===== config.mk =====
export PLATFORM = sky130hd
export DESIGN_NAME = instr_decode_stage
export DESIGN_NICKNAME = d
export VERILOG_FILES = /design/src/rtl/cpu_pkg.sv /design/src/rtl/instr_skid_buffer.sv /design/src/rtl/instr_decode_stage.sv
export SDC_FILE = /design/constraint.sdc
export NUM_CORES = 1
export LEC_CHECK = 0
export BUFFER_PORTS_ARGS = -buffer_cell sky130_fd_sc_hd__buf_2
export CAP_MARGIN = 20
export CORE_ASPECT_RATIO = 1.25
export CORE_MARGIN = 8
export CORE_UTILIZATION = 57
export CTS_CLUSTER_DIAMETER = 100
export CTS_CLUSTER_SIZE = 16
export DETAILED_ROUTE_END_ITERATION = 10
export GPL_TIMING_DRIVEN = 0
export PLACE_DENSITY = 0.85
export SETUP_SLACK_MARGIN = 0.3
export SLEW_MARGIN = 20
export SYNTH_ARGS = -nofsm -noshare
export SYNTH_HDL_FRONTEND = slang
export SYNTH_HIERARCHICAL = 1
export SYNTH_SLANG_ARGS = --single-unit

===== constraint.sdc =====
create_clock -name clk -period 4.7 [get_ports clk]
set_clock_uncertainty 0.05 [all_clocks]
set_input_delay 0 -clock clk [delete_from_list [all_inputs] [get_ports clk]]
set_output_delay 0 -clock clk [all_outputs]
set_load 0.01 [all_outputs]

===== src/rtl/cpu_pkg.sv =====
// Shared core definitions: opcode map, instruction field positions and the
// decoded-instruction record passed from decode to execute.
package cpu_pkg;

    localparam int DATA_WIDTH = 32;
    localparam int IMM_WIDTH  = 13;

    localparam logic [5:0] OP_RTYPE  = 6'h00;
    localparam logic [5:0] OP_IMM_LO = 6'h08;
    localparam logic [5:0] OP_IMM_HI = 6'h1F;

    localparam int OPCODE_HI = 31;
    localparam int OPCODE_LO = 26;
    localparam int RD_HI     = 25;
    localparam int RD_LO     = 21;
    localparam int RS_HI     = 20;
    localparam int RS_LO     = 16;
    localparam int RT_HI     = 15;
    localparam int RT_LO     = 11;
    localparam int IMM_HI    = IMM_WIDTH - 1;
    localparam int IMM_LO    = 0;

    typedef struct packed {
        logic [DATA_WIDTH-1:0] pc;
        logic [5:0]            opcode;
        logic [4:0]            rd;
        logic [4:0]            rs;
        logic [4:0]            rt;
        logic [IMM_WIDTH-1:0]  imm;
        logic                  isImm;
        logic                  illegal;
    } decodedInstrT;

endpackage


===== src/rtl/instr_skid_buffer.sv =====
// Two-entry (main + skid) pipeline register with valid/ready handshake and flush.
// Output payload and handshake signals all come straight from flops.
module instr_skid_buffer
    import cpu_pkg::*;
#(
    parameter type T = decodedInstrT
) (
    input  logic clk,
    input  logic rst,
    input  logic flush,
    input  logic inValid,
    output logic inReady,
    input  T     inData,
    output logic outValid,
    input  logic outReady,
    output T     outData
);

    typedef enum logic [1:0] {
        EMPTY = 2'd0,
        ONE   = 2'd1,
        TWO   = 2'd2
    } bufStateT;

    bufStateT stateReg;
    T         mainReg;
    T         skidReg;
    logic     outValidReg;
    logic     inReadyReg;

    logic accept;
    logic drain;

    assign accept   = inValid & inReadyReg;
    assign drain    = outValidReg & outReady;
    assign inReady  = inReadyReg;
    assign outValid = outValidReg;
    assign outData  = mainReg;

    always_ff @(posedge clk) begin
        if (rst) begin
            stateReg    <= EMPTY;
            outValidReg <= 1'b0;
            inReadyReg  <= 1'b1;
            mainReg     <= '0;
            skidReg     <= '0;
        end else if (flush) begin
            // Held payloads are left in place; only the valids are squashed.
            stateReg    <= EMPTY;
            outValidReg <= 1'b0;
            inReadyReg  <= 1'b1;
        end else begin
            case (stateReg)
                EMPTY: begin
                    if (accept) begin
                        mainReg     <= inData;
                        outValidReg <= 1'b1;
                        stateReg    <= ONE;
                    end
                end
                ONE: begin
                    if (accept && drain) begin
                        mainReg <= inData;
                    end else if (accept) begin
                        skidReg    <= inData;
                        inReadyReg <= 1'b0;
                        stateReg   <= TWO;
                    end else if (drain) begin
                        outValidReg <= 1'b0;
                        stateReg    <= EMPTY;
                    end
                end
                TWO: begin
                    // inReady is low here, so no accept can coincide with this drain.
                    if (drain) begin
                        mainReg    <= skidReg;
                        inReadyReg <= 1'b1;
                        stateReg   <= ONE;
                    end
                end
                default: begin
                    stateReg    <= EMPTY;
                    outValidReg <= 1'b0;
                    inReadyReg  <= 1'b1;
                end
            endcase
        end
    end

endmodule


===== src/rtl/instr_decode_stage.sv =====
// Instruction decode stage: slices and classifies the fetched word, then holds
// the decoded record in a skid buffer feeding execute.
module instr_decode_stage
    import cpu_pkg::*;
(
    input  logic                  clk,
    input  logic                  rst,
    input  logic                  inValid,
    output logic                  inReady,
    input  logic [DATA_WIDTH-1:0] inInstr,
    input  logic [DATA_WIDTH-1:0] inPc,
    input  logic                  flush,
    output logic                  outValid,
    input  logic                  outReady,
    output logic [DATA_WIDTH-1:0] outPc,
    output logic [5:0]            outOpcode,
    output logic [4:0]            outRd,
    output logic [4:0]            outRs,
    output logic [4:0]            outRt,
    output logic [IMM_WIDTH-1:0]  outImm,
    output logic                  outIsImm,
    output logic                  outIllegal
);

    decodedInstrT decoded;
    decodedInstrT held;
    logic         isRType;
    logic         isIType;

    always_comb begin
        decoded        = '0;
        decoded.pc     = inPc;
        decoded.opcode = inInstr[OPCODE_HI:OPCODE_LO];
        decoded.rd     = inInstr[RD_HI:RD_LO];
        decoded.rs     = inInstr[RS_HI:RS_LO];
        decoded.rt     = inInstr[RT_HI:RT_LO];
        decoded.imm    = inInstr[IMM_HI:IMM_LO];

        isRType = (decoded.opcode == OP_RTYPE);
        isIType = (decoded.opcode >= OP_IMM_LO) && (decoded.opcode <= OP_IMM_HI);

        decoded.isImm   = isIType;
        decoded.illegal = !(isRType || isIType);
    end

    instr_skid_buffer #(
        .T(decodedInstrT)
    ) skidBuffer (
        .clk      (clk),
        .rst      (rst),
        .flush    (flush),
        .inValid  (inValid),
        .inReady  (inReady),
        .inData   (decoded),
        .outValid (outValid),
        .outReady (outReady),
        .outData  (held)
    );

    assign outPc      = held.pc;
    assign outOpcode  = held.opcode;
    assign outRd      = held.rd;
    assign outRs      = held.rs;
    assign outRt      = held.rt;
    assign outImm     = held.imm;
    assign outIsImm   = held.isImm;
    assign outIllegal = held.illegal;

endmodule

==> out/metrics.csv, run 1 <==
stage,metric,value,unit
critical_path,cp.required,5.01,ns
clock_tree,cts_setup_buffers,0,
floorplan,rows,40,
synth,synthDistinctLibCells,25,
floorplan,die-area,0.0131,mm2
power,max-vdd-ir-drop,0.363,mV
grt,grt_pass1_wl,29500,um
synth,synth_area_leader_cell,dfxtp_1,
power,cellPowerDensity,388,mW/mm2
sta,maxSlewViolCount,0,
routing,highest_layer,met4,
sta,tns,0,ns
synth,synth.avg_cell_area,8.51,um2
grt,antenna_found_initial,2,
clock_tree,numClockSinks,140,
clock_tree,h-tree-depth,4,
critical_path,crit_type,reg2reg,
synth,async_reset_ff_share,0,%
synth,syn-num-nets,719,
sta,fmax,464,MHz
sta,post-route-min-period,2.16,ns
place,gp_congestion,0.874,
routing,routed_wl,18600,um
routing,drt_iter0_markers,449,
clock_tree,cts.clk_slew.worst_paths,0.06,ns
status,outcome,finished clean,
routing,wl_per_cell,18.3,um
min_path,hp-class,in2reg,
place,place_hpwl,11600,um
job,max_cap_violations,0,
synth,synth_area,0.00553,mm2
critical_path,end_kind,flop,
routing,met2_length,9610,um
floorplan,start_util,58.2,%
routing,ant_nets,0,
critical_path,arrival,2.46,ns
floorplan,die_w,104,um
critical_path,cp-start-kind,flop,
routing,wirelength_met1,6800,um
synth,synthMostInstantiatedCell,a21oi_1,
synth,synth_cells,650,
floorplan,top_level_ports,139,
synth,ys_ff_latch,140,
floorplan,core,0.00951,mm2
routing,drt-pass1-iter-count,6,
sta,tightest_slew,0.619,ns
sta,setup_viol,0,
place,portBuffers,137,
layout,nFillCells,610,
routing,viasPerCell,5.92,
clock_tree,cts_inserted_buffers,17,
power,cellLeakagePower,3.04,nW
grt,grt_pass1_vias,6026,
synth,synth_top_area_share,50.7,%
synth,synth_ff_type,dfxtp_1,
critical_path,slowest_delay,0.59,ns
routing,drc,0,
floorplan,die_h,126,um
sta,fin_crit_sh,45.9,%
layout,syn_to_final_growth,38.6,%
synth,synth_warnings,6,
place,placed_area,0.00637,mm2
sta,slew-limit-headroom,58.7,%
sta,rsz0062_at_grt,no,
routing,vias,6011,
layout,nets,943,
grt,grt_overflow,0,
clock_tree,cts_tree,built,
routing,dr_wl_met3,1490,um
power,finalPower,2.97,mW
synth,synth_area_leaders,"dfxtp_1 51%, a21oi_1 13%, nand2_1 9.4%, a211oi_1 9.4%, o22ai_1 7.7%",
layout,final_area,0.00767,mm2
grt,grt_usage,27.5,%
clock_tree,cts_buffer_depth,2,
grt,grt_max_degree,17,
sta,hold_viol,0,
synth,synth-edff-count,0,
synth,yosys-top-cells-count,"142 x a21oi_1, 140 x dfxtp_1, 139 x nand2_1",
layout,drive_gt1_share,23.4,%
clock_tree,clock_latency,0.41,ns
clock_tree,cts-root-buf,clkbuf_16,
critical_path,cpMaxStageDelayCell,dlygate4sd3_1,
critical_path,worstPathCellList,nor2b_1 -> buf_6 -> buf_4 -> buf_2 -> a21oi_1 -> nor4_1 -> dlygate4sd3_1,
critical_path,crit_fanout,10,
synth,synth-seq-area-share,50.7,%
final cells by class:
class / count / area (um2) / share of cell area [%]
antenna: 2 / 5.00 / 0.0653
buffer: 69 / 404 / 5.27
clock buffer: 22 / 494 / 6.45
clock inverter: 10 / 113 / 1.47
multi-input combinational: 441 / 2320 / 30.3
sequential: 140 / 2800 / 36.6
tap: 126 / 158 / 2.06
timing repair buffer: 205 / 1370 / 17.8
per-stage QoR:
step	util [%]	hold slack (ns)	setup slack, ns	cells
2_1_floorplan	-	0.0285	3.17	650
3_3_place_gp	67.0	0.178	2.93	913
3_5_place_dp	67.0	0.183	2.89	913
4_1_cts	80.6	0.00000741	2.61	1013
5_1_grt	80.6	0.0652	2.41	1015
6_report	80.6	0.0209	2.54	1015
registers in the layout, summed over array words and instances (netlist names):
register and count:
skidBuffer/outValid 1, skidBuffer/stateReg 2, skidBuffer/outData 68, skidBuffer/inReady 1
skidBuffer/skidReg 68
cell families after synthesis:
| family | Yosys count | synth area share [%] |
|---|---|---|
| and+or+nand+nor | 158 | 11.6 |
| DFF | 140 | 50.7 |
| AOI/OAI and AO/OA | 283 | 30.5 |
| buffers and inverters | 69 | 7.31 |
worst max-delay path, delay by kind of cell, from the launching register on:
kind	cells	cell delay (ns)
DFF	1	0.45
AOI/OAI and AO/OA	1	0.06
and+or+nand+nor	2	0.36
buffers and inverters	4	1.18
layer usage:
layer / vias up / global-route usage [%]
met5: - / 0
met4: 0 / 16.2
met3: 67 / 6.99
met2: 361 / 49.3
met1: 2783 / 28.3
li1: 2800 / -
placed cells by master (no fill, tap or decap), types with 13 or more instances in the layout:
master         count
o22ai_1           68
dlygate4sd3_1     68
dfxtp_1          140
clkbuf_16         17
buf_6             13
clkbuf_1          31
nand2_1          139
a21oi_1          142
buf_2            154
a211oi_1          69
what timing repair did:
item                                   in CTS  in global routing
setup endpoints to repair                   0                  0
endpoints found under the hold margin     134                  0
hold buffers                               68                  0
gates resized for setup                     0                  0
power by group:
part | switching (mW) | internal, mW | leakage (nW)
clock | 0.494 | 0.848 | 0.286
sequential | 0.0313 | 1.24 | 1.14
combinational | 0.191 | 0.168 | 1.62
total | 0.716 | 2.26 | 3.04
worst paths after layout:
| path | startpoint | end | slack (ns) | depth (start not counted) |
|---|---|---|---|---|
| worst max register to register | skidBuffer/stateReg[1] | skidBuffer/stateReg[1] | 2.54 | 7 |
| worst min-delay path | rst | skidBuffer/outData[15] | 0.02 | 2 |
| worst max-delay path | skidBuffer/stateReg[1] | skidBuffer/stateReg[1] | 2.54 | 7 |
| worst min register to register | skidBuffer/skidReg[67] | skidBuffer/skidReg[67] | 0.41 | 2 |
Power figures use the tool's default switching activity.
==> run 2: changes to the inputs <==
Settings changed: ABC_AREA set to 1, CORE_UTILIZATION 57 to 55, PLACE_DENSITY 0.85 to 0.81.
Clock period 4.7 ns to 2.1 ns, I/O delays scaled along.
==> run 2 against run 1 <==
First-iteration DRC count rose by 31%. Flip-flop and latch count stayed put. Global-route usage shrank 2.4 points. Clock power grew 110%. Final cell count is 37% higher. Highest routed layer unchanged. Via count rose by 18%. Critical path type unchanged.
==> out/metrics.csv, run 2 <==
stage,metric,value,unit,change
synth,synth_area_leaders,"dfxtp_1 44%, nand2_1 21%, nand3_1 11%, nor2_1 8.3%, a21oi_1 5.6%",,
critical_path,critical_path_buf_inv_count,3,,-1
layout,nFillCells,941,,+54%
critical_path,worstPathCellList,clkbuf_4 -> nand2_1 -> nor2_4 -> nand2_4 -> buf_4 -> clkbuf_4 -> nand2_1 -> a21oi_1,,
power,max-vdd-ir-drop,0.528,mV,+45%
sta,tightest_slew,0.540,ns,-0.0797 ns
critical_path,crit_fanout,10,,unchanged
synth,synth_top_area_share,43.6,%,-7.1 points
power,cellPowerDensity,773,mW/mm2,+99%
clock_tree,h-tree-depth,4,,unchanged
routing,drt-pass1-iter-count,5,,-1
critical_path,arrival,1.97,ns,-0.49 ns
synth,synth-edff-count,0,,unchanged
routing,drt_iter0_markers,586,,+31%
sta,rsz0062_at_grt,yes,,
routing,ant_nets,0,,unchanged
critical_path,cp-start-kind,flop,,
sta,post-route-min-period,1.75,ns,-0.410 ns
floorplan,top_level_ports,139,,unchanged
layout,antenna_cells,0,,-2
synth,synthMostInstantiatedCell,nand2_1,,
synth,synth_cells,1009,,+55%
layout,drive_gt1_share,18.7,%,-4.8 points
layout,syn_to_final_growth,34.5,%,
sta,hold_viol,0,,unchanged
synth,synthDistinctLibCells,19,,-24%
sta,fmax,573,MHz,+23%
clock_tree,cts.clk_slew.worst_paths,0.06,ns,about the same
layout,regArea,0.00281,mm2,about the same
sta,slew-limit-headroom,64.0,%,+5.3 points
layout,layout_commonest_cell,nand2_1,,
power,cellLeakagePower,4.31,nW,+42%
layout,nets,1306,,+38%
synth,synth.avg_cell_area,6.38,um2,-25%
clock_tree,numClockSinks,140,,unchanged
clock_tree,cts_buffer_depth,2,,unchanged
synth,synth_warnings,6,,unchanged
clock_tree,cts-root-buf,clkbuf_16,,
synth,synth-seq-area-share,43.6,%,-7.1 points
sta,setup_viol,0,,unchanged
routing,wl_per_cell,13.9,um,-24%
routing,drc,0,,unchanged
routing,vias,7082,,+18%
place,pre_cts_ws,0.125,ns,-2.76 ns
synth,yosys-top-cells-count,"354 x nand2_1, 143 x nor2_1, 140 x dfxtp_1",,
grt,grt_usage,25.1,%,-2.4 points
sta,layout_setup_ws,0.353,ns,-2.19 ns
min_path,hp-class,in2reg,,
synth,synth_area_leader_cell,dfxtp_1,,
critical_path,crit_type,reg2reg,,
critical_path,cp.required,2.33,ns,-2.68 ns
layout,layout_common_cells,"351 x nand2_1, 154 x buf_2, 142 x nor2_1",,
critical_path,slowest_delay,0.31,ns,-0.28 ns
clock_tree,cts_inserted_buffers,17,,unchanged
synth,synth_area,0.00643,mm2,+16%
grt,grt_max_degree,17,,unchanged
grt,grt_overflow,0,,unchanged
place,portBuffers,137,,unchanged
sta,maxSlewViolCount,0,,unchanged
routing,routed_wl,19200,um,+3.4%
synth,ys_ff_latch,140,,unchanged
status,outcome,finished clean,,
place,gp_congestion,0.840,,-3.9%
job,max_cap_violations,0,,unchanged
critical_path,cpMaxStageDelayCell,dfxtp_1,,
place,place_hpwl,12700,um,+9.9%
floorplan,die_w,113,um,+8.3%
floorplan,die-area,0.0154,mm2,+18%
synth,syn-num-nets,1078,,+50%
floorplan,rows,44,,+10%
floorplan,core,0.0115,mm2,+21%
grt,grt_pass1_vias,6951,,+15%
grt,grt_pass1_wl,31600,um,+7.2%
routing,viasPerCell,5.11,,-14%
floorplan,start_util,55.9,%,-2.3 points
layout,multi_input_area,0.00305,mm2,+31%
critical_path,path_delay_family,buffers and inverters,,
synth,async_reset_ff_share,0,%,unchanged
sta,tns,0,ns,unchanged
sta,fin_crit_sh,83.2,%,+37 points
clock_tree,cts_tree,built,,
floorplan,die_h,137,um,+8.6%
synth,synth_ff_type,dfxtp_1,,
sta,holdWs,0.186,ns,+0.165 ns
critical_path,end_kind,flop,,
grt,antenna_found_initial,0,,-2
clock_tree,clock_latency,0.42,ns,about the same
-- run 2: metrics by stage --
stage,utilization [%],cells,instance area [um2],total power [mW]
6_report,75.2,1387,8650,6.69
5_1_grt,75.2,1387,8650,6.97
4_1_cts,74.5,1384,8580,6.69
3_5_place_dp,63.4,1284,7290,3.78
3_3_place_gp,63.4,1284,7290,3.76
2_1_floorplan,-,1009,6430,3.45
-- run 2: cell type report --
class / count / area share (%)
plain buffers: 72 / 4.30
clock buffers: 21 / 5.44
multi-input cells: 719 / 35.2
clock inverters: 10 / 1.07
well taps: 138 / 2.00
inverters: 78 / 3.38
repair buffers: 209 / 16.1
flip-flops and latches: 140 / 32.4
-- run 2: power by group --
part	total [mW]	switching (mW)	internal [mW]
Clock	2.82	1.11	1.71
Combinational	1.00	0.581	0.424
Sequential	2.86	0.0659	2.79
-- run 2: metal layers --
metal  track usage (%)  share of wire (%)  vias up
met5                 0                  0        -
li1                  -                  -     3575
met1              26.4                 39     3168
met2              44.8                 50      277
met3              7.77                7.1       62
met4              12.7                3.4        0
-- run 2: tightest hold or removal path: cells and delay by family --
family | cells | cell delay, ns
compound gates | 1 | 0.09
simple gates | 1 | 0.14
buf+inv | 1 | 0.37
-- run 2: cell families (layout without fill, tap and decap cells) --
family	Yosys count	count (layout)	share of synthesized area (%)
flops	140	140	43.6
simple gates	642	642	40.6
compound gates	77	77	6.17
buf+inv	150	390	9.69
-- run 2: worst paths after layout --
| check | startpoint | end | slack [ns] | cells after the start |
|---|---|---|---|---|
| setup / recovery | skidBuffer/stateReg[0] | skidBuffer/skidReg[54] | 0.35 | 8 |
| hold / removal | rst | skidBuffer/inReady | 0.19 | 3 |
| setup reg to reg | skidBuffer/stateReg[0] | skidBuffer/skidReg[54] | 0.35 | 8 |
| hold reg to reg | skidBuffer/skidReg[0] | skidBuffer/skidReg[0] | 0.41 | 2 |
-- run 2: repair_timing --
item,in CTS,in global routing
setup buffers,1,3
pin swaps,1,4
resized for setup,9,29
cloned,0,0
hold buffers,68,0
setup endpoints to repair,81,111
hold endpoints to repair,120,0
